[src/rtl/mtncl_pkg.sv]
// Shared MTNCL definitions: transmitter state encoding, the dual-rail NULL
// code and the single-rail to dual-rail bit encoder. Also intended for the
// receive side of the sync/MTNCL boundary.
`timescale 1ns/1ps
package mtncl_pkg;

    typedef enum logic [1:0] {
        IDLE     = 2'd0,
        DATA_OUT = 2'd1,
        NULL_OUT = 2'd2
    } tx_state_t;

    // Dual-rail code for one bit as {rail1, rail0}; both low is NULL.
    localparam logic [1:0] DR_NULL = 2'b00;

    // Encode one single-rail bit into its dual-rail DATA code {rail1, rail0}.
    function automatic logic [1:0] dr_encode(input logic b);
        return b ? 2'b10 : 2'b01;
    endfunction

endpackage

[src/rtl/mtncl_ack_sync.sv]
// Multi-flop synchronizer bringing the asynchronous MTNCL ko acknowledge
// into the clk domain. Chain resets to 0 (request-for-NULL), so nothing is
// launched until the stage actually requests DATA.
`timescale 1ns/1ps
module mtncl_ack_sync #(
    parameter int SYNC_STAGES = 2
) (
    input  logic clk,
    input  logic rst_n,
    input  logic async_in,
    output logic sync_out
);

    logic [SYNC_STAGES-1:0] chain;

    // Shift the raw acknowledge through SYNC_STAGES flops.
    always_ff @(posedge clk or negedge rst_n) begin
        if (!rst_n) begin
            chain <= '0;
        end else begin
            chain <= {chain[SYNC_STAGES-2:0], async_in};
        end
    end

    assign sync_out = chain[SYNC_STAGES-1];

endmodule

[src/rtl/mtncl_sync_tx.sv]
// Clocked-to-MTNCL transmitter. Accepts single-rail words over valid/ready
// and drives each one as a DATA wavefront followed by a NULL wavefront on
// the z1/z0 dual-rail bus, paced by the synchronized ko acknowledge.
// Optional feature macro: MTNCL_TX_TIMEOUT_EN (ack wait limit, sticky err).
`timescale 1ns/1ps
module mtncl_sync_tx
    import mtncl_pkg::*;
#(
    parameter int WIDTH       = 8,
    parameter int SYNC_STAGES = 2,
    parameter int TIMEOUT_CYC = 1024
) (
    input  logic             clk,
    input  logic             rst_n,
    input  logic             s_valid,
    output logic             s_ready,
    input  logic [WIDTH-1:0] s_data,
    input  logic             ko,
    output logic [WIDTH-1:0] z1,
    output logic [WIDTH-1:0] z0,
    output logic             busy,
    output logic             err
);

    tx_state_t        state;
    logic             ko_s;
    logic [WIDTH-1:0] enc_z1;
    logic [WIDTH-1:0] enc_z0;
    logic             accept;

    mtncl_ack_sync #(
        .SYNC_STAGES (SYNC_STAGES)
    ) u_ack_sync (
        .clk      (clk),
        .rst_n    (rst_n),
        .async_in (ko),
        .sync_out (ko_s)
    );

    assign accept = (state == IDLE) && s_valid && s_ready;

    // Dual-rail DATA code of the incoming word, captured only on accept.
    always_comb begin
        enc_z1 = '0;
        enc_z0 = '0;
        for (int i = 0; i < WIDTH; i++) begin
            {enc_z1[i], enc_z0[i]} = dr_encode(s_data[i]);
        end
    end

`ifdef MTNCL_TX_TIMEOUT_EN
    localparam int CNT_W = $clog2(TIMEOUT_CYC + 1);

    logic [CNT_W-1:0] cnt;
    logic             err_q;
    logic             leaving;
    logic             timeout;

    // A state exit restarts the wait count for the state being entered.
    assign leaving = accept
                   || ((state == DATA_OUT) && !ko_s)
                   || ((state == NULL_OUT) &&  ko_s);
    assign timeout = (state != IDLE) && (cnt == CNT_W'(TIMEOUT_CYC - 1));
    assign err     = err_q;
`else
    // Timeout compiled out: err is constant 0 (TIMEOUT_CYC kept so both
    // builds share one parameter interface).
    assign err = 1'b0 & (TIMEOUT_CYC == 0);
`endif

    // Wavefront sequencer: IDLE -> DATA_OUT -> NULL_OUT -> IDLE, with all
    // outputs registered so ko and s_data never reach the rails combinationally.
    always_ff @(posedge clk or negedge rst_n) begin
        if (!rst_n) begin
            state   <= IDLE;
            z1      <= {WIDTH{DR_NULL[1]}};
            z0      <= {WIDTH{DR_NULL[0]}};
            s_ready <= 1'b0;
            busy    <= 1'b0;
`ifdef MTNCL_TX_TIMEOUT_EN
            cnt     <= '0;
            err_q   <= 1'b0;
`endif
        end else begin
            case (state)
                IDLE: begin
                    if (accept) begin
                        state   <= DATA_OUT;
                        z1      <= enc_z1;
                        z0      <= enc_z0;
                        s_ready <= 1'b0;
                        busy    <= 1'b1;
                    end else begin
                        s_ready <= ko_s;
                    end
                end
                DATA_OUT: begin
                    if (!ko_s) begin
                        state <= NULL_OUT;
                        z1    <= {WIDTH{DR_NULL[1]}};
                        z0    <= {WIDTH{DR_NULL[0]}};
                    end
                end
                NULL_OUT: begin
                    if (ko_s) begin
                        state   <= IDLE;
                        s_ready <= 1'b1;
                        busy    <= 1'b0;
                    end
                end
                default: begin
                    state   <= IDLE;
                    z1      <= {WIDTH{DR_NULL[1]}};
                    z0      <= {WIDTH{DR_NULL[0]}};
                    s_ready <= 1'b0;
                    busy    <= 1'b0;
                end
            endcase
`ifdef MTNCL_TX_TIMEOUT_EN
            if (leaving || (state == IDLE)) begin
                cnt <= '0;
            end else begin
                cnt <= cnt + 1'b1;
            end
            // A stalled acknowledge abandons the wavefront: flag it and
            // park in NULL_OUT so the rails are left at NULL.
            if (timeout) begin
                err_q   <= 1'b1;
                state   <= NULL_OUT;
                z1      <= {WIDTH{DR_NULL[1]}};
                z0      <= {WIDTH{DR_NULL[0]}};
                s_ready <= 1'b0;
                busy    <= 1'b1;
                cnt     <= '0;
            end
`endif
        end
    end

endmodule
[config.mk]
export PLATFORM = sky130hd
export DESIGN_NAME = mtncl_sync_tx
export DESIGN_NICKNAME = d
export VERILOG_FILES = /design/src/rtl/mtncl_pkg.sv /design/src/rtl/mtncl_ack_sync.sv /design/src/rtl/mtncl_sync_tx.sv
export SDC_FILE = /design/constraint.sdc
export NUM_CORES = 1
export LEC_CHECK = 0
export ABC_AREA = 1
export BUFFER_PORTS_ARGS = -buffer_cell sky130_fd_sc_hd__buf_2
export CORE_MARGIN = 8
export CORE_UTILIZATION = 30
export CTS_CLUSTER_SIZE = 20
export DETAILED_ROUTE_END_ITERATION = 16
export GPL_TIMING_DRIVEN = 0
export SYNTH_ARGS = -nofsm -noshare
export SYNTH_HDL_FRONTEND = slang
export SYNTH_SLANG_ARGS = --single-unit
[constraint.sdc]
create_clock -name clk -period 1.3 [get_ports clk]
set_input_delay 0.13 -clock clk [delete_from_list [all_inputs] [get_ports clk]]
set_output_delay 0.13 -clock clk [all_outputs]
set_load 0.05 [all_outputs]
==> run metrics <==
WL final=between 2000 and 2500 µm; mux contribution to synthesized area=0; Tcrit/Tclk final=0.8638; sequential area share after synthesis=0.5859; hold violation total from the final report=0; DR WL/cell=roughly 11 µm; clock network power share=0.155; outcome=finished, final reports clean; worst-path cell chain=nor2_2, nand2_2, buf_6, buf_8, nand3_1, nand2_1; Non-Filler Instances=184; DRC Markers=0; Cell Int Power=approximately 0.0017 W; CP Class=register to register; Worst-Skew Late Latency=~0.3 ns; worst path required time=around 1.5 ns; cell row count=20; Final setup viols=0; Synth area leader=dfrtp_1; largest net degree at the start of global routing=23; endpoint class of the critical path=register; Worst setup SP type=register; # Post-CTS Setup Buffers=0; first-pass GRT wire length=3643 µm; diode count=0; post-DR vias/cell=4.163; final worst slack=about 0.18 ns; switch share=0.4886; Comb power frac=0.515; Layout area overhead=29.16%; sequential share of power=0.330; IO Pins=31; Setup TNS Final=0 ns; post-synthesis compound-gate area fraction=0.01065; share of cells above drive strength 1=0.3214; Initial Utilization=0.3103; most frequent cells in the layout=40 x nand2_1, 29 x buf_2, 21 x dfrtp_1, 17 x nand3_1, 12 x inv_1; floorplan core area=around 3000 µm²; crit path launch=state[1]$_DFFE_PN0P_; max-slew violation count=0; DR pass1 iterations=4; H-tree levels=1; CTS buffer count=3; Die ar.=a little over 5000 µm²; Synth Area in XOR/XNOR=0; R2R setup slack=0.18 ns; Hold Crit Class=primary input to register; GRT Overall Usage=0.08893; Worst Hold Depth=3; number of fill cells=around 330; final worst path period need=~1.1 ns; Root Driver=clkbuf_4; Synth cell types=13; fmax=around 0.9 GHz; hold worst-path end=z1[0]$_DFFE_PN0P_; post_cts resized=0; GRT overflow=0; post-route cell area=about 1200 µm²; Lkg Pwr=a little over 0.7 nW; Die Y=slightly above 70 µm; # hold bufs at CTS=2; chip width=71.97 µm; simple-gate share of the synthesized area=0.2876; CP max stage cell=dfrtp_1; clock buffer depth=2; adder-cell area share of the yosys netlist=0; signal arrival time at the worst endpoint=about 1.3 ns; commonest non-fill, non-tap cell in the layout=nand2_1; unrepaired setup endpoints after global routing=false; clock-pin slew on the worst setup and hold paths=0.12 ns; DP Cell Count=around 180; max_cap viols=0; antenna viol nets, final=0; post-DP HPWL=1610 µm; Post-Syn Nets=roughly 120; initial antenna violation count=0; Synth Register Bits=22; RR Endpoint=z1[3]$_DFFE_PN0P_; Hold Startpoint=s_data[0]; worst vdd ir=just over 0.6 mV; Synth Area per Inst=8.949 µm²; Placer Congestion=0.7466; Post-DP Area=approximately 1100 µm²; Setup WS pre-CTS=about 0.18 ns; via count=between 700 and 800; top cell type's share of synthesized area=0.5859; yosys warns=0; vias in the first global route=782; NetSw=approximately 0.0016 W; worst stage delay on the critical path=around 0.44 ns; CTS tree=yes; Mapped Cells=105; Post-Synthesis Cell Area=about 940 µm²; R2R cell count=6; largest family of logic cells by synthesized area=simple AND/OR/NAND/NOR gates; Synth area leaders=dfrtp_1 59%, nand2_1 16%, nand3_1 9.1%, inv_1 4.8%, buf_6 3.6%; Iteration-0 DRC Markers=26; # clock sinks=22; Final nets=between 150 and 200; IO Port Bufs=29; Power Dens Cells=2729 nW/µm²; RR Startpoint=state[1]$_DFFE_PN0P_; Max FO, Critical Path=10; Worst Skew=0.001586 ns
[cells by family after synthesis]
logic type,count (synthesis)
DFF,22
AOI/OAI and AO/OA,2
other,1
and+or+nand+nor,62
buffers and inverters,18
[stage by stage]
step / hold slack [ns] / utilization / total power [W]
6_report: 0.03962 / 0.4008 / 0.003312
5_1_grt: 0.02164 / 0.4008 / 0.003547
4_1_cts: 0.02551 / 0.4008 / 0.003367
3_5_place_dp: 0.1181 / 0.3769 / 0.002840
3_3_place_gp: 0.1115 / 0.3769 / 0.002807
2_1_floorplan: -0.1656 / - / 0.002425
[synth_stat cells]
cell and count:
buf_4 1, conb_1 1, buf_6 3, nand3_2 1, nand3_1 17, nand2_1 40
buf_8 1, inv_2 1, inv_1 12, o21ai_0 2, nand2_2 3, nor2_2 1
dfrtp_1 22
[power groups by stage]
stage               clock network, W  registers, W  logic [W]
floorplan                          0       0.00185   0.000573
global placement                   0       0.00109    0.00171
detailed placement                 0       0.00111    0.00173
CTS                         0.000533       0.00110    0.00174
global route                0.000556       0.00112    0.00187
finish                      0.000513       0.00109    0.00171
[state kept, by name (all words and copies together), names as in the netlist]
name / count
z0: 8
z1: 8
state: 2
u_ack_sync.chain: 2
busy: 1
s_ready: 1
[layout make-up]
cell class	count	area, µm²	area share
inverter	13	48.80	0.04021
clock inverter	1	30.03	0.02474
timing repair buffer	31	165.2	0.1361
clock buffer	3	22.52	0.01856
buffer	5	56.30	0.04639
multi-input combinational	65	284.0	0.2340
tap	44	55.05	0.04536
sequential	22	551.8	0.4546
[worst max-delay path, delay by kind of cell (launching register included)]
kind	cells	cell delay, ns
AND/OR/NAND/NOR	4	0.31
flip-flops	1	0.44
buffers and inverters	2	0.27
[worst max-delay path by stage]
stage	end	slack, ns	cells after the start
after floorplan	z0[0]$_DFFE_PN0P_	0.12	7
after global placement	z1[4]$_DFFE_PN0P_	0.20	6
after detailed placement	z1[1]$_DFFE_PN0P_	0.18	6
after CTS	z1[1]$_DFFE_PN0P_	0.17	6
after global routing	z0[0]$_DFFE_PN0P_	0.09	6
final	z1[3]$_DFFE_PN0P_	0.18	6
[per-layer routing]
metal	vias to the layer above	routed length, µm	global-route usage
met3	2	142	0.02755
li1	387	-	-
met4	0	21	0.04762
met1	358	836	0.09701
met2	19	1071	0.1508
met5	-	0	0
Note: power is estimated with default switching activity, not from simulation.
